===== src/rtl/fir_xifu_pkg.sv =====
// rtl/fir_xifu_pkg.sv - shared types for the FIR XIFU write-back buffer
package fir_xifu_pkg;

  localparam int unsigned FIR_XLEN   = 32;
  localparam int unsigned FIR_NUM_ID = 4;
  localparam int unsigned FIR_ID_W   = $clog2(FIR_NUM_ID);

  typedef enum logic [1:0] {
    INSTR_INVALID = 2'd0,
    XFIRLW        = 2'd1,
    XFIRSW        = 2'd2,
    XFIRDOTP      = 2'd3
  } instr_t;

  typedef struct packed {
    logic [FIR_ID_W-1:0] id;
    instr_t              instr;
    logic [4:0]          rd;
    logic [4:0]          rs1;
    logic [FIR_XLEN-1:0] addr_next;
    logic [FIR_XLEN-1:0] result;
    logic [FIR_XLEN-1:0] rdata;
    logic                mem_done;
  } wb_entry_t;

  typedef struct packed {
    logic [FIR_NUM_ID-1:0] clear;
    logic                  kill;
  } wb_buf_ctrl_t;

endpackage


===== src/rtl/fir_xifu_wb_queue.sv =====
// rtl/fir_xifu_wb_queue.sv - in-order circular buffer of write-back entries
// with ID-associative capture of out-of-order memory results.
module fir_xifu_wb_queue
  import fir_xifu_pkg::*;
#(
  parameter int unsigned DEPTH = 2,
  parameter int unsigned ID_W  = FIR_ID_W,
  parameter int unsigned XLEN  = FIR_XLEN
) (
  input  logic            clk_i,
  input  logic            rst_i,
  input  logic            push_i,
  input  wb_entry_t       push_entry_i,
  input  logic            pop_i,
  input  logic            flush_i,
  input  logic            mem_valid_i,
  input  logic [ID_W-1:0] mem_id_i,
  input  logic [XLEN-1:0] mem_rdata_i,
  output wb_entry_t       head_o,
  output wb_entry_t       entries_o [DEPTH],
  output logic [DEPTH-1:0] valid_o,
  output logic            full_o,
  output logic            empty_o
);

  localparam int unsigned PTR_W = $clog2(DEPTH);
  localparam logic [PTR_W-1:0] PTR_ONE = 1;

  logic [PTR_W-1:0] head_q;
  logic [PTR_W-1:0] tail_q;
  logic [DEPTH-1:0] valid_q;
  wb_entry_t        entry_q [DEPTH];
  wb_entry_t        push_cap;

  // A result strobe racing the push of its own instruction is folded in here.
  always_comb begin
    push_cap = push_entry_i;
    if (mem_valid_i && (mem_id_i == push_entry_i.id)) begin
      push_cap.rdata    = mem_rdata_i;
      push_cap.mem_done = 1'b1;
    end
  end

  always_ff @(posedge clk_i) begin
    if (rst_i || flush_i) begin
      head_q  <= '0;
      tail_q  <= '0;
      valid_q <= '0;
      for (int i = 0; i < DEPTH; i++) begin
        entry_q[i] <= '0;
      end
    end else begin
      for (int i = 0; i < DEPTH; i++) begin
        if (mem_valid_i && valid_q[i] && (entry_q[i].id == mem_id_i)) begin
          entry_q[i].rdata    <= mem_rdata_i;
          entry_q[i].mem_done <= 1'b1;
        end
      end
      if (pop_i) begin
        valid_q[head_q] <= 1'b0;
        head_q          <= head_q + PTR_ONE;
      end
      // Push after pop so a full queue can refill the slot it just freed.
      if (push_i) begin
        entry_q[tail_q] <= push_cap;
        valid_q[tail_q] <= 1'b1;
        tail_q          <= tail_q + PTR_ONE;
      end
    end
  end

  assign head_o    = entry_q[head_q];
  assign entries_o = entry_q;
  assign valid_o   = valid_q;
  assign full_o    = valid_q[tail_q];
  assign empty_o   = ~valid_q[head_q];

endmodule


===== src/rtl/fir_xifu_wb_buf.sv =====
// rtl/fir_xifu_wb_buf.sv - multi-entry write-back stage: retires queued
// instructions in order once committed and complete, and handles kill.
module fir_xifu_wb_buf
  import fir_xifu_pkg::*;
#(
  parameter int unsigned XLEN   = FIR_XLEN,
  parameter int unsigned NUM_ID = FIR_NUM_ID,
  parameter int unsigned DEPTH  = 2,
  localparam int unsigned ID_W  = $clog2(NUM_ID)
) (
  input  logic              clk_i,
  input  logic              rst_i,
  input  logic              ex_valid_i,
  output logic              ex_ready_o,
  input  logic [ID_W-1:0]   ex_id_i,
  input  instr_t            ex_instr_i,
  input  logic [4:0]        ex_rd_i,
  input  logic [4:0]        ex_rs1_i,
  input  logic [XLEN-1:0]   ex_addr_next_i,
  input  logic [XLEN-1:0]   ex_result_i,
  input  logic              mem_result_valid_i,
  input  logic [ID_W-1:0]   mem_result_id_i,
  input  logic [XLEN-1:0]   mem_result_rdata_i,
  input  logic [NUM_ID-1:0] issue_i,
  input  logic [NUM_ID-1:0] commit_i,
  input  logic [NUM_ID-1:0] kill_i,
  output logic [NUM_ID-1:0] clear_o,
  output logic              rf_write_o,
  output logic [4:0]        rf_rd_o,
  output logic [XLEN-1:0]   rf_result_o,
  output logic              result_valid_o,
  input  logic              result_ready_i,
  output logic [ID_W-1:0]   result_id_o,
  output logic [4:0]        result_rd_o,
  output logic [XLEN-1:0]   result_data_o,
  output logic              result_we_o,
  output logic              fwd_we_o,
  output logic [4:0]        fwd_rd_o,
  output logic [XLEN-1:0]   fwd_result_o,
  output logic              kill_o
);

  wb_entry_t        head;
  wb_entry_t        push_entry;
  wb_entry_t        entries [DEPTH];
  logic [DEPTH-1:0] valid;
  logic             full;
  logic             empty;
  logic             push;
  logic             retire;
  logic             kill_hit;
  logic             head_ready;
  wb_buf_ctrl_t     ctrl;

  // Stalling on an uncommitted head needs only commit_i; issue_i is informational.
  logic unused_issue;
  assign unused_issue = ^issue_i;

  always_comb begin
    push_entry           = '0;
    push_entry.id        = ex_id_i;
    push_entry.instr     = ex_instr_i;
    push_entry.rd        = ex_rd_i;
    push_entry.rs1       = ex_rs1_i;
    push_entry.addr_next = ex_addr_next_i;
    push_entry.result    = ex_result_i;
  end

  fir_xifu_wb_queue #(
    .DEPTH (DEPTH),
    .ID_W  (ID_W),
    .XLEN  (XLEN)
  ) u_queue (
    .clk_i        (clk_i),
    .rst_i        (rst_i),
    .push_i       (push),
    .push_entry_i (push_entry),
    .pop_i        (retire),
    .flush_i      (kill_hit),
    .mem_valid_i  (mem_result_valid_i),
    .mem_id_i     (mem_result_id_i),
    .mem_rdata_i  (mem_result_rdata_i),
    .head_o       (head),
    .entries_o    (entries),
    .valid_o      (valid),
    .full_o       (full),
    .empty_o      (empty)
  );

  // Reset suppresses kill and retire so a mid-operation reset emits no clears.
  always_comb begin
    kill_hit = 1'b0;
    for (int i = 0; i < DEPTH; i++) begin
      if (valid[i] && kill_i[entries[i].id]) begin
        kill_hit = 1'b1;
      end
    end
    kill_hit = kill_hit & ~rst_i;
  end

  always_comb begin
    head_ready = 1'b0;
    case (head.instr)
      XFIRLW, XFIRSW: head_ready = commit_i[head.id] & head.mem_done;
      XFIRDOTP:       head_ready = commit_i[head.id];
      default:        head_ready = 1'b0;
    endcase
  end

  assign result_valid_o = ~empty & head_ready & ~kill_hit & ~rst_i;
  assign retire         = result_valid_o & result_ready_i;
  assign ex_ready_o     = ~full | retire;
  assign push           = ex_valid_i & ex_ready_o & (ex_instr_i != INSTR_INVALID) & ~kill_hit;

  always_comb begin
    rf_write_o    = 1'b0;
    rf_rd_o       = '0;
    rf_result_o   = '0;
    result_id_o   = '0;
    result_rd_o   = '0;
    result_data_o = '0;
    result_we_o   = 1'b0;
    if (result_valid_o) begin
      result_id_o = head.id;
      if (head.instr == XFIRLW || head.instr == XFIRSW) begin
        result_we_o   = 1'b1;
        result_rd_o   = head.rs1;
        result_data_o = head.addr_next;
      end
    end
    if (retire) begin
      case (head.instr)
        XFIRLW: begin
          rf_write_o  = 1'b1;
          rf_rd_o     = head.rd;
          rf_result_o = head.rdata;
        end
        XFIRDOTP: begin
          rf_write_o  = 1'b1;
          rf_rd_o     = head.rd;
          rf_result_o = head.result;
        end
        default: ;
      endcase
    end
  end

  assign fwd_we_o     = result_we_o;
  assign fwd_rd_o     = result_rd_o;
  assign fwd_result_o = result_data_o;

  always_comb begin
    ctrl = '0;
    if (kill_hit) begin
      ctrl.kill = 1'b1;
      for (int i = 0; i < DEPTH; i++) begin
        if (valid[i]) begin
          ctrl.clear[entries[i].id] = 1'b1;
        end
      end
    end else if (retire) begin
      ctrl.clear[head.id] = 1'b1;
    end
  end

  assign clear_o = ctrl.clear;
  assign kill_o  = ctrl.kill;

endmodule


===== config.mk =====
export PLATFORM = sky130hd
export DESIGN_NAME = fir_xifu_wb_buf
export DESIGN_NICKNAME = d
export VERILOG_FILES = /design/src/rtl/fir_xifu_pkg.sv /design/src/rtl/fir_xifu_wb_queue.sv /design/src/rtl/fir_xifu_wb_buf.sv
export SDC_FILE = /design/constraint.sdc
export NUM_CORES = 1
export LEC_CHECK = 0
export CAP_MARGIN = 0
export CORE_MARGIN = 3
export CORE_UTILIZATION = 55
export DETAILED_ROUTE_END_ITERATION = 8
export HOLD_SLACK_MARGIN = 0.12
export PLACE_DENSITY = 0.86
export SLEW_MARGIN = 20
export SYNTH_ARGS = -nofsm -noshare
export SYNTH_HDL_FRONTEND = slang
export SYNTH_HIERARCHICAL = 1
export SYNTH_SLANG_ARGS = --single-unit

===== constraint.sdc =====
create_clock -name clk_i -period 6.65 [get_ports clk_i]
set_input_delay 0.665 -clock clk_i [delete_from_list [all_inputs] [get_ports clk_i]]
set_output_delay 0.665 -clock clk_i [all_outputs]
set_load 0.01 [all_outputs]

# ---- Word level (Yosys, flattened, before mapping)
# Index checks and enable logic that the tools add are counted.
# Widths: inputs -> output; s select.
dict set report word_totals {
  ff_bits 226
  mem_count 0
  ramBits 0
  in_bits 129
  output_inout_bits 123
  rom_bits 0
  latchBits 0
}
dict set report op_classes {
  n_div 0
  n_lt_le_gt_ge 13
  bitwise_logic 19
  muxes 57
  eq_ne 6
  addsub 2
  mul 0
  shift 0
  n_reduce_logical 18
}
# cell count
set ops {}
lappend ops {{$mux 111} 4}
lappend ops {{$bwmux 222} 1}
lappend ops {{$mux 33} 5}
lappend ops {{$mux 144} 1}
lappend ops {{$demux 111 s1} 1}
lappend ops {{$mux 32} 3}
lappend ops {{$pmux 32 s2} 1}
lappend ops {{$mux 4} 5}
lappend ops {{$mux 5} 4}
lappend ops {{$mux 1} 19}
lappend ops {{$logic_and 1x1->1} 13}
lappend ops {{$and 1x1->1} 9}
lappend ops {{$lt 2x3->1 const B} 3}
lappend ops {{$mux 2} 4}
lappend ops {{$bmux 1 s2} 3}
lappend ops {{$demux 1 s2} 3}
lappend ops {{$eq 2x2->1} 3}
lappend ops {{$ge 2x1->1 const B} 3}
lappend ops {{$eq 2x2->1 const B} 2}
lappend ops {{$ge 2x2->1 const B} 2}
lappend ops {{$lt 1x2->1 const B} 2}
lappend ops {{$not 1->2} 2}
lappend ops {{$or 4x4->4} 1}
lappend ops {{$reduce_or 2->1} 2}
lappend ops {{other kinds (13)} 19}

# ---- Longest topological paths before layout
# Gate-level depths: netlist (run 1).
dict set report depth {
  depth_word 17
  depth_mapped 16
  depth_no_buf 10
}

# ---- Hierarchy
# The synthesis (run 1) kept the hierarchy.
# mod cells_each instances area_each_um2
set by_module_without_submodules {}
lappend by_module_without_submodules {fir_xifu_wb_queue 1092 1 9776.9}
lappend by_module_without_submodules {fir_xifu_wb_buf 209 1 1405.1}

# ---- Worst setup path before layout (run 1)
# OpenSTA, ideal clock, no wires.
dict set report synth_path {
  kind {flip-flop to flip-flop}
  from {reg u_queue.head_q}
  to {reg u_queue.entry_q, in the netlist u_queue/entries_o[160]}
  period_less_slack_ps 3392
  stages_incl_launch_ff 15
  path_buffers 6
  setup_slack_ps 3258
  t_arrival_ps 3322
  cell_sequence {dfxtp_1 clkbuf_1 clkbuf_1 buf_2 mux2_2 mux4_2 and4_4 nand3_4 a211oi_1 nor2b_1 buf_2 buf_2 buf_2 nand2_1 a21oi_1}
}
# item line
set synth_rtl {}
lappend synth_rtl {{start, declared} fir_xifu_wb_queue.sv:29} ;# logic [PTR_W-1:0] head_q;
lappend synth_rtl {{start signal, assigned} fir_xifu_wb_queue.sv:61} ;# head_q <= head_q + PTR_ONE;
lappend synth_rtl {{end signal, assigned by index} fir_xifu_wb_queue.sv:65} ;# entry_q[tail_q] <= push_cap;
lappend synth_rtl {{end, declared} fir_xifu_wb_queue.sv:32} ;# wb_entry_t entry_q [DEPTH];

# ---- Worst setup path in the final report (run 1)
dict set report layout_path {
  from {reg u_queue.head_q}
  to {reg u_queue.entry_q, in the netlist u_queue/entries_o[128]}
}
dict set report layout_between {
  elab_chain_len 17
  elab_cells_between_ends 23
  cone_classes {eq/ne: 3; mux: 9; bitwise: 10; reduce/logical: 1}
}
# item line
set layout_lines {}
lappend layout_lines {{$not 1->2 (not written as such)} fir_xifu_wb_queue.sv:72} ;# assign head_o = entry_q[head_q];
lappend layout_lines {{$mux 111 (not written as such) (3 in series)} fir_xifu_wb_queue.sv:72}
lappend layout_lines {{$bmux 1 s2} {fir_xifu_wb_buf.sv:104, fir_xifu_wb_buf.sv:105}}
lappend layout_lines {{$mux 1 (not written as such)} {fir_xifu_wb_buf.sv:104, fir_xifu_wb_buf.sv:105}}
lappend layout_lines {{$and 1x1->1} fir_xifu_wb_buf.sv:104} ;# XFIRLW, XFIRSW: head_ready = commit_i[head.id] & head.mem_done;
lappend layout_lines {{$pmux 1 s2} fir_xifu_wb_buf.sv:103} ;# case (head.instr)
lappend layout_lines {{$and 1x1->1 (*) (3 in series)} fir_xifu_wb_buf.sv:110} ;# assign result_valid_o = ~empty & head_ready & ~kill_hit & ~rst_i;
lappend layout_lines {{$and 1x1->1 (*)} fir_xifu_wb_buf.sv:111} ;# assign retire = result_valid_o & result_ready_i;
lappend layout_lines {{$or 1x1->1 (*)} fir_xifu_wb_buf.sv:112} ;# assign ex_ready_o = ~full | retire;
lappend layout_lines {{$and 1x1->1 (*) (3 in series)} fir_xifu_wb_buf.sv:113} ;# assign push = ex_valid_i & ex_ready_o & (ex_instr_i != INSTR_INVALID) & ~kill_hit;
lappend layout_lines {{net push} fir_xifu_wb_buf.sv:49} ;# logic push;
lappend layout_lines {{$mux 144 (*)} fir_xifu_wb_queue.sv:64} ;# if (push_i) begin
# Mark *: on every way through the listed nets, which the timed path passes. The rest lies on a longest branch. The select of a mux whose other input is x is not followed.
# A chain may end at the register's enable or synchronous reset.

==> impl_results.md, run 1 <==
- Maximum number of pins on one net before global-route repair: 88
- Slew margin rel.: 0.3171
- Row count: 51
- Post-synthesis mux area share: 0.2052
- First-pass GRT wire length: 52120 um
- Nets: 1615
- Reg-to-Reg End: u_queue/entries_o[128]
- # Post-CTS Setup Buffers: 0
- Status: finished, final reports clean
- Placed inst area: 13470 sq um
- HP Class: register to register
- Routed Antenna Nets: 0
- Avg Inst Size Synth: 8.595 sq um
- Number of global-route vias before repair: 9989
- Setup violators final: 0
- Core area: 19720 sq um
- Final Max Tran Viols: 0
- Post-Syn Area: 11180 sq um
- HPWL after DPL: 20610 um
- I/O Buffers: 247
- Critical Setup Path Class: register to register
- Fillers: 1416
- Gate Count Post-Synth: 1301
- Total GRT Usage: 0.2843
- CP max stage delay: 0.92 ns
- CP most frequent cell: buf_4
- Maximum root-to-sink buffer count: 3
- FF+latch count, synth: 226
- CP required: 7.07 ns
- Hold path depth: 2
- Area leader, netlist: dfxtp_1
- CP max FO: 55
- Post-synth EDFFs: 0
- Chip width: 148.6 um
- Final Wtd Congestion: 0.8158
- Clk sinks: 226
- Async set or reset register ratio after synthesis: 0
- Worst R2R Path Depth: 11
- Initial Util: 0.5671
- Routed WL: 32550 um
- Worst-path cell chain: buf_4 > mux2i_1 > nor3_1 > and4_4 > nand3_4 > a211oi_1 > nor2b_4 > buf_4 > nand2_1 > buf_4 > o22ai_1
- CTS tree: done
- Layout area overhead: 27.20%
- Hold path endpoint: u_queue/entries_o[87]
- Fin crit period: 5.014 ns
- Post_cts resized: 0
- WP data arrival: 5.43 ns
- Worst Skew: 0.01007 ns
- Slew @ Worst Pin: 1.024 ns
- Vias: 10100
- Xor/xnor share of the synthesized area: 0.005483
- Post-Synth Simple-Gate Area: 0.1641
- Drt wl/cell: 18.44 um
- Synth cell types: 41
- Most instantiated cells after synthesis: 323 x nand2_1, 226 x dfxtp_1, 159 x a21oi_1
- Final instance area: 14220 sq um
- Pre-CTS WS: 1.676 ns
- Latest clock arrival within the worst-skew pair: 0.51 ns
- Critical path startpoint category: register
- Pwr/cell area: 229.1 nW/um^2
- Peak VDD IR: 0.1746 mV
- Reg-to-reg startpoint: u_queue/head_q
- Initial DRC count: 806
- Clock transition at path regs: 0.06 ns
- RSZ-0062 raised after global routing: false
- Adder-cell share of the synthesized area: 0.003357
- IO Pins: 252
- HP Start: u_queue/entries_o[87]
- Ys flop type: dfxtp_1
- Top cells by area, synth: dfxtp_1 40%, mux2_2 11%, nand2_1 11%
- Leakage: 0.005064 uW
- Initial antenna violation count: 3
- Drt drc: 0
- Post-layout worst setup margin: 1.636 ns
- Largest family of logic cells by synthesized area: multiplexers
- # H-tree levels: 1
- Inserted Clock Buffers: 24
- Max stage delay cell, worst path: a211oi_1
- Register area share after synthesis: 0.4046
- Die Ht: 148.6 um
- Synth warnings: 6
- Sum Neg Setup Slack: 0 ns
- Maxcap violations: 0
- FMAX: 199.4 MHz
- Clock Root Buffer: clkbuf_16
- Final hold violation count: 0
- R2R Setup Slk: 1.64 ns
- Layout cells sized above 1: 0.1247
- Complex-gate fraction of the synthesized area: 0.1407
- CTS Hold Bufs: 0
- Total gr overflow: 0
- Drt first pass iters: 5
- CP endpoint kind: register
- Die area: 22080 sq um
- Top-count cell post-synth: nand2_1
- Vias per inst: 5.720
- Top-area cell type share of the netlist area: 0.4046
- Post-route clock period utilization: 0.7540
## logic make-up (layout without fill, tap and decap cells)
kind of cell | count (synthesis) | after routing
xor gates and xnor gates | 7 | 7
DFF | 226 | 226
other | 1 | 35
muxes | 214 | 214
AOI/OAI and AO/OA | 272 | 272
and+or+nand+nor | 426 | 426
adders and majority gates | 3 | 3
buffers and inverters | 152 | 317
## worst max-delay path by stage
stage | slack (ns) | endpoint | from
finish | 1.64 | u_queue/entries_o[128] | u_queue/head_q
global route | 1.23 | u_queue/entries_o[128] | u_queue/head_q
CTS | 1.65 | u_queue/entries_o[128] | u_queue/head_q
detailed placement | 1.68 | u_queue/entries_o[143] | u_queue/head_q
global placement | 1.78 | u_queue/entries_o[133] | u_queue/head_q
floorplan | 3.26 | u_queue/entries_o[160] | u_queue/head_q
## worst max-delay path: cells and delay by family (launching register included)
family                 cells  cell delay [ns]
AO/OA/AOI/OAI              2             1.17
multiplexers               1             0.17
buffers and inverters      3             1.32
AND/OR/NAND/NOR            5             1.75
flip-flops                 1             0.48
## registers in the layout, indices dropped and copies added (netlist names)
signal / cells
u_queue/valid_o: 2
u_queue/tail_q: 1
u_queue/entries_o: 222
u_queue/head_q: 1
## stage by stage
stage	hold slack [ns]	power, uW	utilization	instances
2_1_floorplan	0.4329	1813	-	1334
3_3_place_gp	0.4376	1982	0.6832	1722
3_5_place_dp	0.4442	2000	0.6832	1722
4_1_cts	0.4530	3267	0.7212	1764
5_1_grt	0.4657	3381	0.7214	1765
6_report	0.4499	3258	0.7214	1765
## cell type report
type	instances	area, sq um	area share
antenna	1	2.502	0.0001759
multi-input combinational	956	5966	0.4194
inverter	10	37.54	0.002639
clock inverter	6	33.78	0.002375
timing repair buffer	265	2608	0.1833
clock buffer	36	716.9	0.05040
tap	265	331.6	0.02331
sequential	226	4528	0.3184
## placed cells by master (no fill, tap or decap), drive strengths merged, types with 6 or more instances in the layout
master / instances
clkbuf: 36
buf: 18
clkdlybuf4s50: 247
dfxtp: 226
conb: 34
a22oi: 32
mux2i: 101
nor3: 8
nor3b: 7
a21oi: 159
nand2: 323
o22ai: 69
clkinv: 6
nor2: 37
and2: 38
inv: 10
mux2: 112
## metal layers
layer  vias to the layer above  wire length, um  GRT usage
li1                       4776                -          -
met1                      4821            13510     0.3741
met2                       424            15460     0.4767
met3                        71             2572    0.04814
met4                         4              983    0.09376
met5                         -               22          0
## power breakdown
group	total (uW)	internal, uW	leakage (uW)	switching [uW]
sequential	1490	1440	0.00184	46.7
clock	1280	741	0.000375	535
combinational	494	216	0.00285	278
No activity file was read; power rests on OpenSTA's default activity.
==> run 2, diff against run 1 <==
--- a/config.mk
+++ b/config.mk
@@ -7,10 +7,10 @@
 export LEC_CHECK = 0
 export CAP_MARGIN = 0
 export CORE_MARGIN = 3
-export CORE_UTILIZATION = 55
+export CORE_UTILIZATION = 46
 export DETAILED_ROUTE_END_ITERATION = 8
 export HOLD_SLACK_MARGIN = 0.12
-export PLACE_DENSITY = 0.86
+export PLACE_DENSITY = 0.77
 export SLEW_MARGIN = 20
 export SYNTH_ARGS = -nofsm -noshare
 export SYNTH_HDL_FRONTEND = slang
==> constraint.sdc (replaced) <==
create_clock -name clk_i -period 4 [get_ports clk_i]
set_input_delay 0.4 -clock clk_i [delete_from_list [all_inputs] [get_ports clk_i]]
set_output_delay 0.4 -clock clk_i [all_outputs]
set_load 0.01 [all_outputs]
==> impl_results.md, run 2 (synthesis results as in run 1) <==
- Crit path launch: u_queue/head_q
- Core area: 23680 sq um (+20%)
- Combinational Power Share: 0.143 (-0.009)
- Chip width: 161.9 um (+9.0%)
- Commonest non-fill, non-tap cell in the layout: nand2_1
- Initial Util: 0.4722 (-0.09495)
- First-pass GRT wire length: 51870 um (-0.49%)
- CTS tree: done
- Post_cts resized: 0 (unchanged)
- Maximum number of pins on one net before global-route repair: 93 (+5.7%)
- Critical path endpoint: rf_rd_o[1]
- Peak VDD IR: 0.2368 mV (+36%)
- Switch share: 0.2532 (-0.01083)
- Inserted Clock Buffers: 25 (+4.2%)
- Layout area overhead: 29.71%
- Psw: 1459 uW (+70%)
- RSZ-0062 raised after global routing: false
- Final hold violation count: 0 (unchanged)
- Reg-to-reg startpoint: u_queue/head_q
- Sum Neg Setup Slack: 0 ns (unchanged)
- Worst R2R Path Depth: 10 (-1)
- Maximum root-to-sink buffer count: 3 (unchanged)
- Die area: 26210 sq um (+19%)
- R2R Setup Slk: 0.46 ns (-1.18 ns)
- Commonest non-fill, non-tap cells in the layout: 322 x nand2_1, 247 x clkdlybuf4s50_1, 225 x dfxtp_1, 159 x a21oi_1, 112 x mux2_2
- Number of global-route vias before repair: 10050 (+0.58%)
- CP required: 3.60 ns (-3.47 ns)
- Layout cells sized above 1: 0.1321 (+0.007301)
- Critical Setup Path Class: register to primary output
- Clock Root Buffer: clkbuf_16
- I/O Buffers: 247 (unchanged)
- WP data arrival: 3.40 ns (-2.03 ns)
- HPWL after DPL: 20910 um (+1.5%)
- Nets: 1620 (+0.31%)
- Max stage delay cell, worst path: clkdlybuf4s50_1
- Total GRT Usage: 0.2385 (-0.04578)
- # H-tree levels: 1 (unchanged)
- CTS Hold Bufs: 0 (unchanged)
- Post-layout worst setup margin: 0.2026 ns (-1.434 ns)
- Reg-to-Reg End: u_queue/entries_o[86]
- Final Max Tran Viols: 0 (unchanged)
- Worst-path cell chain: mux2_2 > mux4_2 > and4_4 > nand3_4 > buf_4 > nor3b_2 > clkdlybuf4s50_1
- CP max FO: 27 (-51%)
- Latest clock arrival within the worst-skew pair: 0.52 ns (about the same)
- CP max stage delay: 0.55 ns (-0.37 ns)
- HP Class: register to register
- FMAX: 263.3 MHz
- IO Pins: 252 (unchanged)
- Maxcap violations: 0 (unchanged)
- Leakage: 0.005179 uW (+2.3%)
- Status: finished, final reports clean
- Initial DRC count: 646 (-20%)
- Vias per inst: 5.465 (-4.5%)
- Routed WL: 32460 um (-0.29%)
- Critical path startpoint category: register
- Pre-CTS WS: 0.5178 ns (-1.158 ns)
- CP endpoint kind: primary output
- Number of instances in the placed design: 1780 (+3.4%)
- Drt first pass iters: 5 (unchanged)
- Slew margin rel.: 0.3632 (+0.04609)
- Total gr overflow: 0 (unchanged)
- Pint: 4303 uW (+79%)
- Drt drc: 0 (unchanged)
- # Post-CTS Setup Buffers: 0 (unchanged)
- Seq pwr share: 0.429 (-0.028)
- Clock power frac: 0.427 (+0.035)
- Row count: 56 (+9.8%)
- Clk sinks: 226 (unchanged)
- Finished Layout Cells: 1827 (+3.5%)
- Final Wtd Congestion: 0.8280 (+1.5%)
- Initial antenna violation count: 2 (-1)
- Worst Skew: 0.01391 ns (+0.003838 ns)
- Fin crit period: 3.797 ns
- Die Ht: 161.9 um (+9.0%)
- Post-route clock period utilization: 0.9493
- Setup violators final: 0 (unchanged)
- Drt wl/cell: 17.76 um (-3.7%)
- Clock transition at path regs: 0.06 ns (about the same)
- Routed Antenna Nets: 0 (unchanged)
- Fillers: 2084 (+47%)
- Vias: 9984 (-1.1%)
- Pwr/cell area: 397.3 nW/um^2 (+73%)
- Slew @ Worst Pin: 0.9552 ns (-0.06914 ns)
- Tot Pwr: 5762 uW (+77%)
- Largest register FFs: 222 (unchanged)
==> run 2: cell types whose count changed in the layout (fill, tap and decap cells not counted), moves of 2 or more <==
cell and change:
clkbuf_8 +6, clkbuf_1 -4, bufinv_16 +3, buf_12 +2, buf_4 +2
==> run 2: stage by stage <==
stage	utilization	hold slack, ns	area (sq um)
detailed placement	0.5742	0.4444	13600
CTS	0.6123	0.4386	14500
global placement	0.5742	0.4380	13600
finish	0.6124	0.4511	14500
floorplan	-	0.4329	11310
global route	0.6124	0.4555	14500
==> run 2: power by group through the flow <==
stage | Sequential [uW] | Combinational, uW | Clock, uW
after detailed placement | 2520 | 816 | 0
after floorplan | 2500 | 517 | 0
final | 2470 | 827 | 2460
after CTS | 2470 | 822 | 2510
after global routing | 2490 | 906 | 2600
after global placement | 2510 | 800 | 0
==> run 2: worst min path at each step <==
| stage | startpoint | end | slack (ns) | cells after the start |
|---|---|---|---|---|
| after floorplan | u_queue/entries_o[100] | u_queue/entries_o[100] | 0.43 | 2 |
| after global placement | u_queue/entries_o[59] | u_queue/entries_o[59] | 0.44 | 2 |
| after detailed placement | u_queue/entries_o[197] | u_queue/entries_o[197] | 0.44 | 2 |
| after CTS | ex_addr_next_i[9] | u_queue/entries_o[74] | 0.44 | 3 |
| after global routing | ex_rd_i[1] | u_queue/entries_o[214] | 0.46 | 3 |
| final | u_queue/entries_o[107] | u_queue/entries_o[107] | 0.45 | 2 |
==> run 2: final cells by class <==
type	count	area, sq um	area share
clock buffers	38	784.5	0.05409
well taps	319	399.1	0.02752
flip-flops and latches	226	4528	0.3122
clock inverters	8	118.9	0.008195
diodes	1	2.502	0.0001725
multi-input cells	956	5971	0.4117
repair buffers	269	2663	0.1836
inverters	10	37.54	0.002588
==> run 2: critical path: cells and delay by family, from the launching register on <==
kind                   cells  cell delay [ns]
multiplexers               2             0.83
flip-flops                 1             0.47
buffers and inverters      2             0.90
AND/OR/NAND/NOR            3             0.67
==> run 2: routing by layer <==
| metal | GRT usage | wire length (um) | vias to the layer above |
|---|---|---|---|
| met5 | 0 | 13 | - |
| met4 | 0.06630 | 780 | 2 |
| met3 | 0.04157 | 2208 | 53 |
| met2 | 0.4113 | 15720 | 377 |
| met1 | 0.3084 | 13730 | 4768 |
| li1 | - | - | 4784 |
